File: src/rtl/pll_reset_sequencer.sv
// PLL reset sequencer: pulses the EHXPLLL RST pin, qualifies LOCK over a stability
// window and releases the system reset; retries on lock timeout, re-sequences on lock loss.
//
// state      | meaning
// RESET_PLL  | pll_rst held high for PLL_RST_CYCLES
// WAIT_LOCK  | waiting for synchronised lock, bounded by LOCK_TIMEOUT_CYCLES
// STABILIZE  | counting consecutive lock samples up to LOCK_STABLE_CYCLES
// RUN        | system reset released, watching for lock loss
// FAILED     | retries exhausted, PLL held in reset until restart
module pll_reset_sequencer #(
    parameter int PLL_RST_CYCLES      = 16,
    parameter int LOCK_TIMEOUT_CYCLES = 65536,
    parameter int LOCK_STABLE_CYCLES  = 1024,
    parameter int MAX_RETRIES         = 3,
    parameter int LOCK_SYNC_STAGES    = 2,
    localparam int RETRY_W = (MAX_RETRIES > 0) ? $clog2(MAX_RETRIES + 1) : 1
) (
    input  logic               clk,
    input  logic               reset_n,
    input  logic               pll_lock,
    input  logic               restart,
    output logic               pll_rst,
    output logic               sys_reset_n,
    output logic               locked,
    output logic               fail,
    output logic               lock_lost,
    output logic [RETRY_W-1:0] retry_count
);

    localparam int MAX_A   = (PLL_RST_CYCLES > LOCK_TIMEOUT_CYCLES) ? PLL_RST_CYCLES : LOCK_TIMEOUT_CYCLES;
    localparam int MAX_CYC = (MAX_A > LOCK_STABLE_CYCLES) ? MAX_A : LOCK_STABLE_CYCLES;
    localparam int CNT_W   = (MAX_CYC > 1) ? $clog2(MAX_CYC) : 1;

    localparam logic [CNT_W-1:0]   RST_TC  = CNT_W'(PLL_RST_CYCLES - 1);
    localparam logic [CNT_W-1:0]   TO_TC   = CNT_W'(LOCK_TIMEOUT_CYCLES - 1);
    localparam logic [CNT_W-1:0]   STB_TC  = CNT_W'(LOCK_STABLE_CYCLES - 1);
    localparam logic [RETRY_W-1:0] RETRY_MAX = RETRY_W'(MAX_RETRIES);

    typedef enum logic [2:0] {
        RESET_PLL = 3'd0,
        WAIT_LOCK = 3'd1,
        STABILIZE = 3'd2,
        RUN       = 3'd3,
        FAILED    = 3'd4
    } state_t;

    state_t                state_q, state_d;
    logic [CNT_W-1:0]      cnt_q, cnt_d;
    logic [RETRY_W-1:0]    retry_d;
    logic                  lost_d;
    logic [LOCK_SYNC_STAGES-1:0] sync_q;
    logic                  lock_s;

    assign lock_s = sync_q[LOCK_SYNC_STAGES-1];

    always_comb begin
        state_d = state_q;
        cnt_d   = cnt_q;
        retry_d = retry_count;
        lost_d  = lock_lost;
        case (state_q)
            RESET_PLL: begin
                if (cnt_q == RST_TC) state_d = WAIT_LOCK;
                else                 cnt_d   = cnt_q + CNT_W'(1);
            end
            WAIT_LOCK: begin
                if (lock_s) begin
                    state_d = STABILIZE;
                end else if (cnt_q == TO_TC) begin
                    if (retry_count < RETRY_MAX) begin
                        retry_d = retry_count + RETRY_W'(1);
                        state_d = RESET_PLL;
                    end else begin
                        state_d = FAILED;
                    end
                end else begin
                    cnt_d = cnt_q + CNT_W'(1);
                end
            end
            STABILIZE: begin
                if (!lock_s)              state_d = WAIT_LOCK;
                else if (cnt_q == STB_TC) state_d = RUN;
                else                      cnt_d   = cnt_q + CNT_W'(1);
            end
            RUN: begin
                if (!lock_s) begin
                    lost_d  = 1'b1;
                    retry_d = '0;
                    state_d = RESET_PLL;
                end
            end
            FAILED: begin
                state_d = FAILED;
            end
            default: begin
                state_d = RESET_PLL;
            end
        endcase
        if (restart) begin
            state_d = RESET_PLL;
            retry_d = '0;
            lost_d  = 1'b0;
        end
        // restart while already in RESET_PLL must still restart the pulse timing
        if ((state_d != state_q) || restart) cnt_d = '0;
    end

    always_ff @(posedge clk or negedge reset_n) begin
        if (!reset_n) begin
            state_q     <= RESET_PLL;
            cnt_q       <= '0;
            sync_q      <= '0;
            retry_count <= '0;
            lock_lost   <= 1'b0;
            pll_rst     <= 1'b1;
            sys_reset_n <= 1'b0;
            locked      <= 1'b0;
            fail        <= 1'b0;
        end else begin
            state_q     <= state_d;
            cnt_q       <= cnt_d;
            sync_q      <= {sync_q[LOCK_SYNC_STAGES-2:0], pll_lock};
            retry_count <= retry_d;
            lock_lost   <= lost_d;
            pll_rst     <= (state_d == RESET_PLL) || (state_d == FAILED);
            sys_reset_n <= (state_d == RUN);
            locked      <= (state_d == RUN);
            fail        <= (state_d == FAILED);
        end
    end

endmodule
File: config.mk
export PLATFORM = sky130hd
export DESIGN_NAME = pll_reset_sequencer
export DESIGN_NICKNAME = d
export VERILOG_FILES = /design/src/rtl/pll_reset_sequencer.sv
export SDC_FILE = /design/constraint.sdc
export NUM_CORES = 1
export LEC_CHECK = 0
export ABC_AREA = 0
export CAP_MARGIN = 15
export CORE_MARGIN = 5
export CORE_UTILIZATION = 53
export DETAILED_ROUTE_END_ITERATION = 7
export GPL_ROUTABILITY_DRIVEN = 0
export PLACE_DENSITY = 0.86
export SYNTH_ARGS = -nofsm -noshare
export SYNTH_HDL_FRONTEND = slang
export SYNTH_SLANG_ARGS = --single-unit
File: constraint.sdc
create_clock -name clk -period 2.26 [get_ports clk]
set_clock_uncertainty 0.1 [all_clocks]
set_input_delay 0.452 -clock clk [delete_from_list [all_inputs] [get_ports clk]]
set_output_delay 0.452 -clock clk [all_outputs]
set_load 0.02 [all_outputs]
; Word level (Yosys, flattened, before mapping)
; Cells that the tools add are included.
[totals]
reg_bits = 27
input_bits = 4
output_inout_bits = 7
word_cells = 66
[classes]
n_addsub = 2
order_cmp = 1
n_eq_ne = 20
muxes = 25
reduce_logical = 10
[op_table]
columns = op, n
row1 = two-way mux 16 bit, 6
row2 = one-hot mux 16 bit (3 select lines), 1
row3 = inequality test 3 bit (second input constant), 9
row4 = two-way mux 3 bit, 8
row5 = adder 16 x 1 -> 16 bit (second input constant), 1
row6 = equality test 16 x 10 -> 1 bit (second input constant), 1
row7 = equality test 16 bit (second input constant), 1
row8 = equality test 16 x 4 -> 1 bit (second input constant), 1
row9 = one-hot mux 3 bit (5 select lines), 1
row10 = two-way mux 2 bit, 5
row11 = equality test 3 x 2 -> 1 bit (second input constant), 3
row12 = equality test 3 bit (second input constant), 2
row13 = zero test 3 bit, 2
row14 = AND reduction 6 bit, 1
row15 = AND reduction 5 bit, 1
row16 = one-hot mux 2 bit (2 select lines), 1
row17 = nonzero test 4 bit, 1
row18 = equality test 3 x 1 -> 1 bit (second input constant), 1
row19 = two-way mux 1 bit, 3
row20 = inequality test 3 bit, 1
row21 = nonzero test 3 bit, 1
row22 = adder 2 x 1 -> 2 bit (second input constant), 1
row23 = logical OR 1 bit, 2
row24 = < comparator 2 bit (second input constant), 1
row25 = 3 further kinds, 3

; Logic depth before layout (Yosys ltp)
[logic_depth]
depth_word = 10
depth_mapped = 8
depth_no_buf = 6

; Worst setup path before layout
; No wires, ideal clock.
[synth_timing]
kind = flip-flop to flip-flop
startpoint = reg cnt_q[11]
endpoint = reg cnt_q[4]
setup_ps = 135
arrival_ps = 2008
t_required_ps = 2025
path_slack_ps = 17
path_stages_with_launch = 8
path_buffers = 2
synth_period_minus_slack_ps = 2243
cell_sequence = dfrtp_1 -> buf_6 -> or4_4 -> nor4b_4 -> o211ai_1 -> a21oi_4 -> buf_6 -> a211oi_2
[synth_via]
elab_chain_cells = 9
word_cells_on_any_way = 20
classes_between = eq/ne (9) / mux (8) / reduce/logical (3)
[synth_rtl]
columns = item, line_no
row1 = from (decl), 48  ; logic [CNT_W-1:0] cnt_q, cnt_d;
row2 = from (signal assigned), 121  ; cnt_q <= cnt_d;
row3 = equality test 16 x 10 -> 1 bit / equality test 16 bit (equally long branches), "82, 69"
row4 = "two-way mux 3 bit, on equally long branches", "82, 69"
row5 = "two-way mux 3 bit, on equally long branches", "81, 67"
row6 = one-hot mux 3 bit (5 select lines), 61  ; case (state_q)
row7 = two-way mux 3 bit, 99  ; if (restart) begin
row8 = inequality test 3 bit, 105  ; if ((state_d != state_q) || restart) cnt_d = '0;
row9 = logical OR 1 bit, 105
row10 = inequality test 3 bit (no line) / nonzero test 4 bit (equally long branches), --
row11 = AND reduction 6 bit (no line), --
; Several ways; a longest one is shown, not always the timed one.
; A chain may end at the register's enable or synchronous reset.

; Worst setup path after layout
[layout_timing]
startpoint = reg cnt_q[11]
endpoint = reg cnt_q[3]
; The elaborated chain is that of the path after synthesis.

==> flow_summary_export.csv <==
group,metric,value,unit
status,outcome,"finished, final reports clean",
cts,clockBufferDepth,2,
power_and_ir_drop,peakVddDrop,0.221,mV
setup_path,slowest_stage,"or4_4",
power_and_ir_drop,power.leakage,0.000788,uW
timing,max_freq,444,MHz
final_layout,drive_above_1_share,24.4,%
placement,post-place-ws,0.0593,ns
floorplanning,row_count,21,
placement,dp_cells,238,
setup_path,crit_required,2.40,ns
grt,grt_pass1_wl,6760,microns
routing,viasPerCell,6.40,
setup_path,r2r-start,"cnt_q[11]$_DFFE_PN0P_",
setup_path,crit_type,"reg2reg",
cts,cts.sinks,27,
setup_path,cp_top_family,"simple AND/OR/NAND/NOR gates",
synthesis,yosysTopAreaCellShare,36.7,%
setup_path,reg2reg_to,"cnt_q[3]$_DFFE_PN0P_",
grt,grt_util_all_layers,19.5,%
floorplanning,core-area,3280,sq um
floorplanning,dieHeight,67.8,microns
cts,post_cts_resized,0,
timing,final_hold_viol_count,0,
power_and_ir_drop,p_per_area,383,nW/um^2
cts,clk_root_buffer_cell,"clkbuf_4",
synthesis,ys_types,47,
synthesis,synth-seq-cells,27,
floorplanning,die-area,4600,sq um
setup_path,critPathArrivalTime,2.39,ns
routing,post-route-drc-count,0,
final_layout,regArea,681,sq um
synthesis,yosysWarnings,0,
final_layout,diodes,0,
final_layout,final_net_count,204,
floorplanning,start_util,53.9,%
timing,relSlewSlack,67.4,%
cts,clk_pin_slew,0.16,ns
routing,drtIter0Drc,108,
setup_path,crit_buf_inv,1,
cts,cts_tree,"yes",
synthesis,synthArstFlopShare,100,%
routing,routed_wl,4160,microns
power_and_ir_drop,seq_power_share,63.5,%
synthesis,synthFlopType,"dfrtp_1",
cts,cts_setup_buffers,0,
min_path,worstHoldStart,"sync_q[0]$_DFF_PN0_",
setup_path,end_kind,"flop",
power_and_ir_drop,internal_power,585,uW
synthesis,yosysSeqAreaShare,38.2,%
synthesis,yosysMostFrequentCell,"dfrtp_1",
timing,fin_crit,2.25,ns
min_path,hold_end,"sync_q[1]$_DFF_PN0_",
synthesis,synth_nets,184,
placement,io_buffers,10,
cts,hold_buffers,0,
setup_path,crit_chain,"or4_4, nor4b_4, o211ai_1, a21oi_4, buf_4, a211oi_1",
floorplanning,die_width,67.8,microns
flow_run,drv_cap,0,
final_layout,fillerInstances,272,
synthesis,synth.avg_cell_area,9.95,sq um
timing,fin_crit_sh,99.6,%
final_layout,final_util,62.3,%
floorplanning,io_pins,11,
grt,antenna_found_initial,0,
setup_path,reg2reg_slack,0.009,ns
cts,clock_latency,0.35,ns
min_path,min_path_cells,0,
routing,ant_nets,0,
synthesis,synthTopCellsByCount,"dfrtp_1 (26), nor2_1 (14), o31ai_1 (14), nand2_1 (13), a211oi_2 (12)",
routing,route.vias.total,1556,
setup_path,cpPeakStageDelay,0.55,ns
timing,rsz0062_at_grt,"true",
timing,fin_ws,0.00880,ns
synthesis,synth.top_cells.by_area,"dfrtp_1 (37%), a211oi_2 (8.5%), o31ai_1 (5.9%), or4_1 (4.7%), nor2_1 (3.0%)",
setup_path,cp-start-kind,"flop",
routing,dr.pass1.iters,4,
synthesis,synth_area_leader_cell,"dfrtp_1",
power_and_ir_drop,power_switching,198,uW
timing,setup_violations,0,
setup_path,reg2reg_depth,6,
synthesis,synth_edf_count,0,
timing,worst_slew_pin_slew,0.485,ns
synthesis,syn_area,1770,sq um
cts,h-tree-depth,1,
synthesis,synthCells,178,
timing,setup_tns,0,ns
final_layout,area.growth.synth_to_final,15.5,%
power_and_ir_drop,p_sw_share,25.3,%
power_and_ir_drop,combPwrFrac,6.5,%
final_layout,layoutNonFillerInstCount,243,
power_and_ir_drop,power.share.clock,30.0,%
grt,grt_max_degree,29,
placement,hpwl,2900,microns
setup_path,cp_max_fo,9,
timing,maxSlewViolCount,0,
grt,overflow,0,
cts,cts_buffers,3,
grt,grt_pass1_vias,1521,
min_path,hold_class,"reg2reg",
final_layout,multi_input_area,1010,sq um
timing,whs,0.267,ns
routing,wl_per_cell,17.1,microns
layout by cell type, fill, tap and decap left out, drive strengths merged, types with 3 or more instances in the layout:
cell	instances
a211oi	15
a21oi	9
and3	4
buf	17
clkbuf	3
clkdlybuf4s50	10
dfrtp	26
inv	4
nand2	13
nand3	8
nand4	8
nand4b	3
nor2	14
nor3	3
nor4	4
o21ai	5
o31ai	14
or3b	3
or4	12
power groups by stage:
stage	combinational (uW)	clock, uW	sequential [uW]
2_1_floorplan	24.4	0	504
3_5_place_dp	50.6	0	506
4_1_cts	50.8	241	497
6_report	50.6	235	497
5_1_grt	55.1	254	499
3_3_place_gp	47.8	0	505
routing by layer:
layer | vias up | share of wire [%] | track usage [%]
met2 | 57 | 53 | 35.6
met3 | 12 | 6.3 | 2.46
li1 | 734 | - | -
met4 | 0 | 2.3 | 9.93
met1 | 753 | 38 | 22.1
met5 | - | 0 | 0
cells by family after synthesis:
logic type,count (synthesis),share of synthesized area (%)
XOR/XNOR,1,0.494
AND/OR/NAND/NOR,84,30.7
adder cells (fa/ha/maj),2,1.41
AO/OA/AOI/OAI,48,23.1
flip-flops,27,38.2
buffers and inverters,16,6.14
how the worst max path moves through the flow:
stage / from / endpoint / slack, ns / cells after the start
final: cnt_q[11]$_DFFE_PN0P_ / cnt_q[3]$_DFFE_PN0P_ / 0.009 / 6
after global routing: cnt_q[15]$_DFFE_PN0P_ / cnt_q[2]$_DFFE_PN0P_ / -0.07 / 6
after CTS: cnt_q[0]$_DFFE_PN0P_ / cnt_q[2]$_DFFE_PN0P_ / 0.01 / 7
after detailed placement: cnt_q[6]$_DFFE_PN0P_ / cnt_q[15]$_DFFE_PN0P_ / 0.06 / 5
after global placement: state_q[0]$_DFF_PN0_ / cnt_q[2]$_DFFE_PN0P_ / 0.10 / 5
after floorplan: cnt_q[11]$_DFFE_PN0P_ / cnt_q[4]$_DFFE_PN0P_ / 0.02 / 7
sequential cells by signal, summed over array words and instances (netlist names):
name,count
cnt_q,16
fail,1
lock_lost,1
locked,1
pll_rst,1
retry_count,2
state_q,3
sync_q,2
cell type report:
cell class,count,share of cell area (%)
well taps,46,2.81
inverters,3,0.550
clock inverters,1,0.428
multi-input cells,136,49.5
clock buffers,3,1.10
repair buffers,27,12.3
flip-flops and latches,27,33.3
through the flow:
stage	power [uW]	cell area, sq um
2_1_floorplan	528	1770
3_3_place_gp	553	1980
3_5_place_dp	557	1980
4_1_cts	789	2020
5_1_grt	808	2050
6_report	783	2050
Power figures use the tool's default switching activity.
==> RTL edit, RTL diff (same settings) <==
The 5 states of `state_t` get a one-hot encoding in 5 bits.
--- a/src/rtl/pll_reset_sequencer.sv
+++ b/src/rtl/pll_reset_sequencer.sv
@@ -37,10 +37,10 @@
     localparam logic [RETRY_W-1:0] RETRY_MAX = RETRY_W'(MAX_RETRIES);
 
-    typedef enum logic [2:0] {
-        RESET_PLL = 3'd0,
-        WAIT_LOCK = 3'd1,
-        STABILIZE = 3'd2,
-        RUN       = 3'd3,
-        FAILED    = 3'd4
+    typedef enum logic [4:0] {
+        RESET_PLL = 5'b00001,
+        WAIT_LOCK = 5'b00010,
+        STABILIZE = 5'b00100,
+        RUN       = 5'b01000,
+        FAILED    = 5'b10000
     } state_t;
 
Function: no difference found for any inputs over 10 cycles, from zero or initial values and one cycle with reset_n low; not proved beyond that.
==> RTL edit against the original RTL <==
  * The run now ends with negative setup slack left
  * Clock power up 57%
  * Sequential cell count up 2
  * Routed wire length up 48%
  * Synthesized area up 0.78%
  * Total power up 25%
  * Setup slack worse by 150 ps
  * Design area up 27%
  * Sequential power up 6.4%
  * Critical path type unchanged
  * Critical endpoint is now cnt_q[8]
==> RTL edit: results (changes against the original RTL) <==
DR iter-0 viols=182 (+69%); Layout clock area frac=2.69% (+1.2 points); sw power=0.239 mW (+20%); crit path max fanout=16 (+7); Setup TNS=-1860 ps (-1860 ps); Reg2Reg Capture Point=cnt_q[8]; post-cts gate resize count=16 (+16); via count=1984 (+28%); area post-placement=0.00229 sq mm (+15%); WL met2=3.03 mm (+37%); Post-Synthesis Cells=190 (+6.7%); metal3 WL=539 um (+100%); drt via density=6.53 (+1.9%); failing checks=negative setup slack; Non-clock inverters=4 (+1); pre-CTS setup slack=-212 ps (-271 ps); Post-DP HPWL=3.45 mm (+19%); Post-synth top cells=dfrtp_1, nor2_1, nand2_1; setup slack after layout=-141 ps (-150 ps); slowest stage delay, CP=460 ps (-90 ps); Seq/total area=28.1% (-5.2 points); pwr dens=376 mW/mm^2 (-1.7%); hold slack=261 ps (-5.75 ps); post-synthesis adder-cell area fraction=1.40% (-0.011 points); sequential share of power=54.1% (-9.4 points); run status=finished, violations left; first-pass GRT wire length=8.98 mm (+33%); post-synthesis compound-gate area fraction=14.8% (-8.3 points); multi-input combinational cell count=147 (+8.1%); clkbuf count=7 (+4); VDD IR max=0.446 mV (+100%); Worst Tran Pin Value=493 ps (+7.39 ps); number of non-clock buffers in the layout=70 (+160%); met1 WL=2.32 mm (+45%); final setup fails=16 (+16); Avg WL per Cell=20.3 um (+18%)
## RTL edit: cells by family after synthesis
logic type | Yosys count
buffers and inverters | 14
XOR/XNOR | 9
multiplexers | 1
flip-flops | 29
AND/OR/NAND/NOR | 99
AO/OA/AOI/OAI | 36
adder cells (fa/ha/maj) | 2
## RTL edit: worst max-delay path by stage
stage / from / to / slack (ps) / cells after the start
2_1_floorplan: state_q[0] / cnt_q[15] / -60 / 8
3_3_place_gp: restart / cnt_q[8] / -160 / 8
3_5_place_dp: restart / cnt_q[7] / -210 / 8
4_1_cts: state_q[0] / cnt_q[12] / -90 / 7
5_1_grt: cnt_q[9] / cnt_q[10] / -290 / 8
6_report: state_q[0] / cnt_q[8] / -140 / 7
## RTL edit: routing by layer
layer	vias up	GRT usage (%)
li1	860	-
met1	950	31.2
met2	141	43.9
met3	33	8.70
met4	0	10.7
met5	-	0
